<file path="src/rtl/rv_mem_pkg.sv">
// Shared definitions for the data-memory access controller.
//   SZ_B/SZ_H/SZ_W : m_size encodings (2'b11 behaves as a word access)
//   state_t        : controller FSM states
//   is_misaligned  : alignment check for a pipeline access of a given size
package rv_mem_pkg;

  localparam logic [1:0] SZ_B = 2'b00;
  localparam logic [1:0] SZ_H = 2'b01;
  localparam logic [1:0] SZ_W = 2'b10;

  typedef enum logic [1:0] {
    ST_IDLE    = 2'd0,
    ST_RD_WAIT = 2'd1,
    ST_MERGE   = 2'd2,
    ST_ACK     = 2'd3
  } state_t;

  function automatic logic is_misaligned(input logic [1:0] size, input logic [1:0] lane);
    logic mis;
    case (size)
      SZ_B:    mis = 1'b0;
      SZ_H:    mis = lane[0];
      default: mis = (lane != 2'b00);
    endcase
    return mis;
  endfunction

endpackage

</file>
<file path="src/rtl/dmem_lane_align.sv">
// Combinational lane handling for sub-word accesses.
//   rd_word   : 32-bit word read from memory
//   lane      : byte address bits [1:0] (half accesses use lane[1] only)
//   size      : access size (SZ_B / SZ_H / word)
//   uns       : 1 = zero-extend loads, 0 = sign-extend
//   wdata     : right-justified store data
//   load_data : extracted and extended load result
//   merged    : rd_word with the addressed byte/half replaced by wdata
module dmem_lane_align
  import rv_mem_pkg::*;
(
  input  logic [31:0] rd_word,
  input  logic [1:0]  lane,
  input  logic [1:0]  size,
  input  logic        uns,
  input  logic [31:0] wdata,
  output logic [31:0] load_data,
  output logic [31:0] merged
);

  logic [7:0]  byte_sel;
  logic [15:0] half_sel;

  always_comb begin
    byte_sel = rd_word[{lane, 3'b000} +: 8];
    half_sel = rd_word[{lane[1], 4'b0000} +: 16];

    case (size)
      SZ_B:    load_data = uns ? {24'd0, byte_sel} : {{24{byte_sel[7]}}, byte_sel};
      SZ_H:    load_data = uns ? {16'd0, half_sel} : {{16{half_sel[15]}}, half_sel};
      default: load_data = rd_word;
    endcase

    merged = rd_word;
    case (size)
      SZ_B:    merged[{lane, 3'b000} +: 8]     = wdata[7:0];
      SZ_H:    merged[{lane[1], 4'b0000} +: 16] = wdata[15:0];
      default: merged = wdata;
    endcase
  end

endmodule

</file>
<file path="src/rtl/dmem_access_ctrl.sv">
// Single-port data memory sequencer shared between the MEM stage (M) and a
// debug/DMA port (D). Byte/half stores become read-modify-write sequences;
// M and D are arbitrated round-robin, with M preferred out of reset.
//   clk, rst                : clock, async active-low reset
//   m_* (in)                : pipeline request, held stable until m_done
//   m_rdata/m_done/m_err    : load result, completion pulse, misalignment flag
//   m_stall                 : m_req & ~m_done
//   d_* (in)                : debug word request
//   d_ready/d_rvalid/d_rdata: accept strobe, read-data pulse, read data
//   mem_*                   : word-wide synchronous memory (1-cycle read)
//
// state      | meaning
// -----------+------------------------------------------------------------
// ST_IDLE    | arbitrate; issue word write, read, or nothing (misaligned)
// ST_RD_WAIT | memory read data valid; capture load result or RMW word
// ST_MERGE   | write back RMW word with new byte/half lane
// ST_ACK     | completion pulse to the owner; no grant in this cycle
module dmem_access_ctrl
  import rv_mem_pkg::*;
#(
  parameter  int DEPTH_WORDS = 64,
  localparam int IDX         = $clog2(DEPTH_WORDS)
) (
  input  logic           clk,
  input  logic           rst,
  input  logic           m_req,
  input  logic           m_we,
  input  logic [1:0]     m_size,
  input  logic           m_unsigned,
  input  logic [31:0]    m_addr,
  input  logic [31:0]    m_wdata,
  output logic [31:0]    m_rdata,
  output logic           m_done,
  output logic           m_err,
  output logic           m_stall,
  input  logic           d_valid,
  input  logic           d_we,
  input  logic [31:0]    d_addr,
  input  logic [31:0]    d_wdata,
  output logic           d_ready,
  output logic           d_rvalid,
  output logic [31:0]    d_rdata,
  output logic           mem_en,
  output logic           mem_we,
  output logic [IDX-1:0] mem_addr,
  output logic [31:0]    mem_wdata,
  input  logic [31:0]    mem_rdata
);

  state_t state, state_nx;

  // 0: M wins a tie, 1: D wins a tie
  logic           rr_prefer_d;

  logic           op_owner_d;
  logic           op_we;
  logic [1:0]     op_size;
  logic           op_uns;
  logic [1:0]     op_lane;
  logic [IDX-1:0] op_idx;
  logic [31:0]    op_wdata;
  logic           op_err;
  logic [31:0]    held_word;

  logic           idle_live;
  logic           grant_m, grant_d;
  logic           m_mis, m_sub, m_word_store;
  logic [31:0]    align_word, load_data, merged;

  // Grants are combinational in IDLE; gating with rst keeps every
  // request-driven output quiet while reset is held.
  assign idle_live    = (state == ST_IDLE) && rst;
  assign grant_m      = idle_live && m_req && (!d_valid || !rr_prefer_d);
  assign grant_d      = idle_live && d_valid && !grant_m;
  assign m_mis        = is_misaligned(m_size, m_addr[1:0]);
  assign m_sub        = (m_size == SZ_B) || (m_size == SZ_H);
  assign m_word_store = m_we && !m_sub;
  assign m_stall      = m_req && !m_done;

  // RD_WAIT extracts loads from the live read data; MERGE works on the
  // word captured during RD_WAIT.
  assign align_word = (state == ST_MERGE) ? held_word : mem_rdata;

  dmem_lane_align u_align (
    .rd_word   (align_word),
    .lane      (op_lane),
    .size      (op_size),
    .uns       (op_uns),
    .wdata     (op_wdata),
    .load_data (load_data),
    .merged    (merged)
  );

  always_ff @(posedge clk or negedge rst) begin
    if (!rst) state <= ST_IDLE;
    else      state <= state_nx;
  end

  always_comb begin
    state_nx = state;
    case (state)
      ST_IDLE: begin
        if (grant_m)      state_nx = (m_mis || m_word_store) ? ST_ACK : ST_RD_WAIT;
        else if (grant_d) state_nx = d_we ? ST_ACK : ST_RD_WAIT;
      end
      ST_RD_WAIT: state_nx = op_we ? ST_MERGE : ST_ACK;
      ST_MERGE:   state_nx = ST_ACK;
      ST_ACK:     state_nx = ST_IDLE;
      default:    state_nx = ST_IDLE;
    endcase
  end

  always_comb begin
    mem_en    = 1'b0;
    mem_we    = 1'b0;
    mem_addr  = '0;
    mem_wdata = '0;
    m_done    = 1'b0;
    m_err     = 1'b0;
    d_ready   = 1'b0;
    d_rvalid  = 1'b0;
    case (state)
      ST_IDLE: begin
        if (grant_m) begin
          if (!m_mis) begin
            mem_en    = 1'b1;
            mem_we    = m_word_store;
            mem_addr  = m_addr[IDX+1:2];
            mem_wdata = m_word_store ? m_wdata : '0;
          end
        end else if (grant_d) begin
          d_ready   = 1'b1;
          mem_en    = 1'b1;
          mem_we    = d_we;
          mem_addr  = d_addr[IDX+1:2];
          mem_wdata = d_we ? d_wdata : '0;
        end
      end
      ST_MERGE: begin
        mem_en    = 1'b1;
        mem_we    = 1'b1;
        mem_addr  = op_idx;
        mem_wdata = merged;
      end
      ST_ACK: begin
        m_done   = !op_owner_d;
        m_err    = !op_owner_d && op_err;
        d_rvalid = op_owner_d && !op_we;
      end
      default: ;
    endcase
  end

  // Operation fields are latched at grant so an (illegal) mid-operation
  // drop of the request cannot corrupt the remaining steps.
  always_ff @(posedge clk or negedge rst) begin
    if (!rst) begin
      rr_prefer_d <= 1'b0;
      op_owner_d  <= 1'b0;
      op_we       <= 1'b0;
      op_size     <= SZ_B;
      op_uns      <= 1'b0;
      op_lane     <= 2'b00;
      op_idx      <= '0;
      op_wdata    <= '0;
      op_err      <= 1'b0;
      held_word   <= '0;
      m_rdata     <= '0;
      d_rdata     <= '0;
    end else begin
      if (grant_m) begin
        rr_prefer_d <= 1'b1;
        op_owner_d  <= 1'b0;
        op_we       <= m_we;
        op_size     <= m_size;
        op_uns      <= m_unsigned;
        op_lane     <= m_addr[1:0];
        op_idx      <= m_addr[IDX+1:2];
        op_wdata    <= m_wdata;
        op_err      <= m_mis;
      end else if (grant_d) begin
        rr_prefer_d <= 1'b0;
        op_owner_d  <= 1'b1;
        op_we       <= d_we;
        op_size     <= SZ_W;
        op_uns      <= 1'b0;
        op_lane     <= 2'b00;
        op_idx      <= d_addr[IDX+1:2];
        op_wdata    <= d_wdata;
        op_err      <= 1'b0;
      end
      if (state == ST_RD_WAIT) begin
        if (op_we)           held_word <= mem_rdata;
        else if (op_owner_d) d_rdata   <= mem_rdata;
        else                 m_rdata   <= load_data;
      end
    end
  end

  // Upper address bits wrap; debug byte-offset bits carry no meaning.
  logic unused_addr_bits;
  assign unused_addr_bits = ^{m_addr[31:IDX+2], d_addr[31:IDX+2], d_addr[1:0]};

endmodule

</file>
<file path="config.mk">
export PLATFORM = sky130hd
export DESIGN_NAME = dmem_access_ctrl
export DESIGN_NICKNAME = d
export VERILOG_FILES = /design/src/rtl/rv_mem_pkg.sv /design/src/rtl/dmem_lane_align.sv /design/src/rtl/dmem_access_ctrl.sv
export SDC_FILE = /design/constraint.sdc
export NUM_CORES = 1
export LEC_CHECK = 0
export ABC_AREA = 1
export CORE_ASPECT_RATIO = 1.2
export CORE_MARGIN = 5
export CORE_UTILIZATION = 45
export CTS_CLUSTER_SIZE = 30
export DETAILED_ROUTE_END_ITERATION = 6
export PLACE_DENSITY = 0.8
export SETUP_SLACK_MARGIN = 0.4
export SYNTH_ARGS = -nofsm -noshare
export SYNTH_HDL_FRONTEND = slang
export SYNTH_SLANG_ARGS = --single-unit
</file>
<file path="constraint.sdc">
create_clock -name clk -period 2.9 [get_ports clk]
set_input_delay 0.29 -clock clk [delete_from_list [all_inputs] [get_ports clk]]
set_output_delay 0.29 -clock clk [all_outputs]
set_load 0.1 [all_outputs]
</file>
; After elaboration in Yosys (flattened, before gate mapping)
; Cells that the tools add are included.
[word_totals]
register_bits = 145
inputBits = 169
output_inout_bits = 109
wordCells = 109
[classes]
addsub = 2
eq_ne = 6
shift = 6
n_mux = 53
n_bitwise = 2
reduce_logical = 27
[op_table]
columns = cell, count
row1 = 2-to-1 mux 32 bit, 10
row2 = case mux 32 bit (2 select lines), 3
row3 = bitwise mux 32 bit, 2
row4 = "variable shift 16 x 7 -> 32 bit, first input constant", 1
row5 = "variable shift 8 x 7 -> 32 bit, first input constant", 1
row6 = variable part select 16 x 7 -> 32 bit, 1
row7 = variable part select 32 x 6 -> 16 bit, 1
row8 = variable part select 32 x 6 -> 8 bit, 1
row9 = variable part select 8 x 7 -> 32 bit, 1
row10 = 2-to-1 mux 6 bit, 5
row11 = 2-to-1 mux 1 bit, 20
row12 = 2-to-1 mux 2 bit, 8
row13 = negation 5 -> 7 bit, 2
row14 = case mux 6 bit (2 select lines), 1
row15 = logical AND 1 bit, 9
row16 = case mux 2 bit (4 select lines), 1
row17 = zero test 1 bit, 7
row18 = "== test 2 x 1 -> 1 bit, second input constant", 3
row19 = zero test 2 bit, 3
row20 = case mux 1 bit (2 select lines), 3
row21 = AND reduction 3 bit, 2
row22 = "== test 2 bit, second input constant", 2
row23 = nonzero test 2 bit, 2
row24 = logical OR 1 bit, 3
row25 = 3 further kinds, 4

; Logic depth before layout (Yosys ltp)
[logic_depth]
depth_word = 9
ltp_mapped = 14
depth_no_buf = 12

; Cells and area by module
; From an unflattened synthesis, not the netlist that was laid out.
[unflattened]
hier_cells = 1278
area_unflattened_um2 = 9024.9
[modules_own_cells]
columns = module, instances, cells_per_inst, area_per_inst_um2, seq_area_each_um2
row1 = dmem_access_ctrl, 1, 796, 6860.3, 3628.5
row2 = dmem_lane_align, 1, 482, 2164.6, 0.0

; Worst setup path before layout
; No wires, ideal clock.
[synth_path]
path_type = reg2out
start = register state[1]
end = output m_stall
t_arrival_ps = 2814
required_time_ps = 2610
setup_slack_ps = -204
path_stages_with_launch = 5
n_path_buf = 0
cell_sequence = dfrtp_1 ha_1 inv_1 nor2_1 nor2_1
[synth_via]
elab_chain_len = 4
[synth_lines]
columns = element, line
row1 = from (decl), dmem_access_ctrl.sv:50  ; state_t state, state_nx;
row2 = from (signal assigned), dmem_access_ctrl.sv:96  ; else state <= state_nx;
row3 = == test 2 bit, dmem_access_ctrl.sv:122  ; case (state)
row4 = 2-to-1 mux 1 bit, dmem_access_ctrl.sv:122
row5 = net m_done, dmem_access_ctrl.sv:33  ; output logic m_done,
row6 = zero test 1 bit, dmem_access_ctrl.sv:78  ; assign m_stall = m_req && !m_done;
row7 = logical AND 1 bit, dmem_access_ctrl.sv:78
row8 = to (decl), dmem_access_ctrl.sv:35  ; output logic m_stall,
; The timed path passes the listed nets, and every way through them passes these cells.

; Worst setup path in the final report
[layout_path]
start = register op_size[1]
end = output mem_wdata[1]
[layout_via]
elab_chain_len = 3
elab_cells_between_ends = 4
cone_classes = eq/ne (1) / mux (2) / reduce/logical (1)
[layout_lines]
columns = element, line
row1 = from (decl), dmem_access_ctrl.sv:57  ; logic [1:0] op_size;
row2 = from (signal assigned), dmem_access_ctrl.sv:175  ; op_size <= m_size;
row3 = == test 2 x 1 -> 1 bit or zero test 2 bit (tied branches), dmem_lane_align.sv:35  ; case (size)
row4 = case mux 32 bit (2 select lines) (*), dmem_lane_align.sv:35
row5 = case mux 32 bit (2 select lines) (*), dmem_access_ctrl.sv:122
row6 = to (decl), dmem_access_ctrl.sv:46  ; output logic [31:0] mem_wdata,
; Every way passes the cells marked *; elsewhere a longest branch is shown, timed or not.

==> summary.txt <==
Final layout
  – Ratio of cells with drive above 1 in the final layout: roughly a quarter
  – Layout area overhead: 54.76%
  – Most frequent cells in the layout: nand2_1 (377), dfrtp_1 (144), buf_4 (131)
  – Commonest non-fill, non-tap cell in the layout: nand2_1
  – Layout Nets: roughly 1,800
  – Antenna diodes: 0
  – Non-Filler Instances: between 1,500 and 2,000

Setup path
  – CP delay by family, top: buffers and inverters
  – Worst Reg-to-Reg Cells: 10
  – CP bufs+invs: 3
  – CP peak stage delay: around 400 ps
  – Crit path kind: flop to output port
  – Slowest-stage cell, CP: dfrtp_1
  – Crit. End Element: output port
  – Worst path required time: roughly 2600 ps
  – Crit path depth: 8
  – CP startpoint kind: flop
  – Crit path cell chain: buf_4 > nor2_4 > inv_1 > a31oi_1 > o21ai_0 > nand3_1 > o211ai_1 > buf_12
  – Critical Path AT: 2410 ps
  – Max FO, Critical Path: 26

STA
  – Final Skew: 9.760 ps
  – Worst hold slack: approximately 430 ps
  – Setup tns final: 0 ps
  – Crit share post-route: roughly 93%
  – Slew Limit Fails: 0
  – Slew @ Worst Pin: around 1100 ps
  – Final worst slack: around 200 ps
  – RSZ-0062 raised after global routing: yes
  – Post-layout minimum cycle time: 2698 ps
  – Max_slew headroom: 29.32%
  – Final Setup Violations: 0
  – F_max: approximately 0.37 GHz
  – Final hold violations: 0

Synthesis
  – Post-Syn Instances: roughly 1,300
  – Syn_area_per_cell: slightly below 7 µm²
  – Top FF cell, synth: dfrtp_1
  – Seq/Total Area, Yosys: 39.98%
  – #FFs+latches synth: approximately 150
  – Distinct cell type count of the synthesized netlist: 38
  – Mapped Nets: ~1,500
  – FFs w/ async S/R, synth: 100.0%
  – YS warnings: 0
  – Netlist Area Pre-Place: 9076 µm²
  – Post-synth EDFFs: 0

Worst hold path
  – Hold Path Cell Cnt: 3
  – Hold Path Class: input pin to flop

Global route
  – Largest net degree at the start of global routing: 75
  – Grt ovf: 0
  – Initial antenna violation count: 0
  – Vias in the first global route: around 9,800
  – First-pass GRT wire length: roughly 53,000 µm
  – GR Util All Layers: 28.97%

Floorplanning
  – Io pins: 278
  – Core Region: 20,040 µm²
  – Starting density of the core: 45.29%
  – Die H: between 150 and 200 µm
  – DIE WIDTH: ~140 µm
  – Rows: 57
  – Overall die area: between 20,000 and 25,000 µm²

Route
  – Routed Antenna Nets: 0
  – Initial DRC Count: roughly 1,200
  – Drt drc: 0
  – Vias: roughly 11,000
  – DR vias/cell: 5.748
  – Drt wl/cell: 19.79 µm
  – Pre-antenna DRT Iters: 7
  – Final wirelength: ~37,000 µm

Clock network
  – Num CTS Buffers: 17
  – Reg clk slew, reported paths: 70 ps
  – # H-tree levels: 4
  – TritonCTS Sinks: about 150
  – Clock root buffer: clkbuf_16
  – CTS max path bufs: 2
  – Clk_lat worst skew: roughly 430 ps
  – TritonCTS clock tree: yes

Flow run
  – Max-cap violations: 0

Placement
  – Worst slack, placed: 402.8 ps
  – Hpwl dp: 23,760 µm
  – Port bufs: roughly 230
  – GPL Wtd Cong: slightly below 1
  – Placed cell count: between 1,500 and 2,000

Status
  – Status: complete, no violations
==> logic make-up (layout without fill, tap and decap cells) <==
| group | count (synthesis) | in the layout | share of synthesized area, % |
|---|---|---|---|
| compound gates | 303 | 303 | 18.94 |
| fa+ha+maj | 10 | 10 | 1.379 |
| buf+inv | 197 | 477 | 9.581 |
| flops | 145 | 145 | 39.98 |
| simple gates | 653 | 653 | 30.12 |
==> layout make-up <==
cell class / count / area (µm²)
clock inverter: 12 / 147.6
timing repair buffer: 323 / 3602
sequential: 145 / 3630
inverter: 118 / 500.5
clock buffer: 20 / 456.7
multi-input combinational: 966 / 5330
timing repair inverter: 4 / 47.55
tap: 265 / 331.6
fill: 1481 / 5995
==> worst reg2reg max path, delay by kind of cell (launching register included) <==
kind / cells / cell delay, ps
adder cells (fa/ha/maj): 1 / 200
buffers and inverters: 4 / 740
AND/OR/NAND/NOR: 4 / 500
AO/OA/AOI/OAI: 1 / 370
flip-flops: 1 / 440
==> synthesized netlist by cell type (all sizes together) (6+ instances only) <==
cell type,number,area [µm²]
o31ai,6,45.04
a31oi,45,281.5
buf,49,309.0
nand2,436,1669
nand3,96,480.5
o21ai,159,799.5
a21oi,52,264.0
ha,10,125.1
or2,16,100.1
nor2,96,402.9
o211ai,25,187.7
dfrtp,145,3628
clkbuf,30,112.6
nand4,6,65.06
inv,117,444.2
==> per-stage QoR <==
stage | util [%] | cell area (µm²)
floorplan | - | 9276
finish | 70.09 | 14050
global placement | 60.22 | 12070
CTS | 66.48 | 13320
global route | 70.09 | 14050
detailed placement | 60.22 | 12070
==> final timing paths <==
| kind | slack (ps) | from | to |
|---|---|---|---|
| min in group asynchronous | 460 | rst | op_wdata[22] |
| max in group asynchronous | 1510 | rst | m_rdata[4] |
| hold / removal | 430 | m_unsigned | op_uns |
| setup / recovery | 200 | op_size[1] | mem_wdata[1] |
| hold reg to reg | 480 | m_rdata[9] | m_rdata[9] |
| setup reg to reg | 540 | state[1] | m_rdata[31] |
==> routing by layer <==
metal | GRT usage, % | vias up | routed length (µm)
met3 | 6.768 | 149 | 3717
met1 | 35.44 | 5025 | 13140
met5 | 0 | - | 0
li1 | - | 4846 | -
met4 | 13.66 | 0 | 2293
met2 | 48.72 | 631 | 17520
==> flip-flops by register name, indices dropped and copies added (netlist names) <==
| signal | cells |
|---|---|
| d_rdata | 32 |
| held_word | 32 |
| m_rdata | 32 |
| op_wdata | 32 |
| op_idx | 6 |
| op_lane | 2 |
| op_size | 2 |
| state | 2 |
| op_err | 1 |
| op_owner_d | 1 |
| op_uns | 1 |
| op_we | 1 |
| rr_prefer_d | 1 |
==> what timing repair did <==
action,4_1_cts,5_1_grt
hold endpoints to repair,33,0
resized for setup,96,101
setup endpoints to repair,40,39
gates cloned,5,7
hold buffers,2,0
setup buffers,19,25
pin swaps,19,46
Power is left out: the tool's default activity adds up to more than one toggle a clock period on the data nets, which glitch-free logic cannot reach.
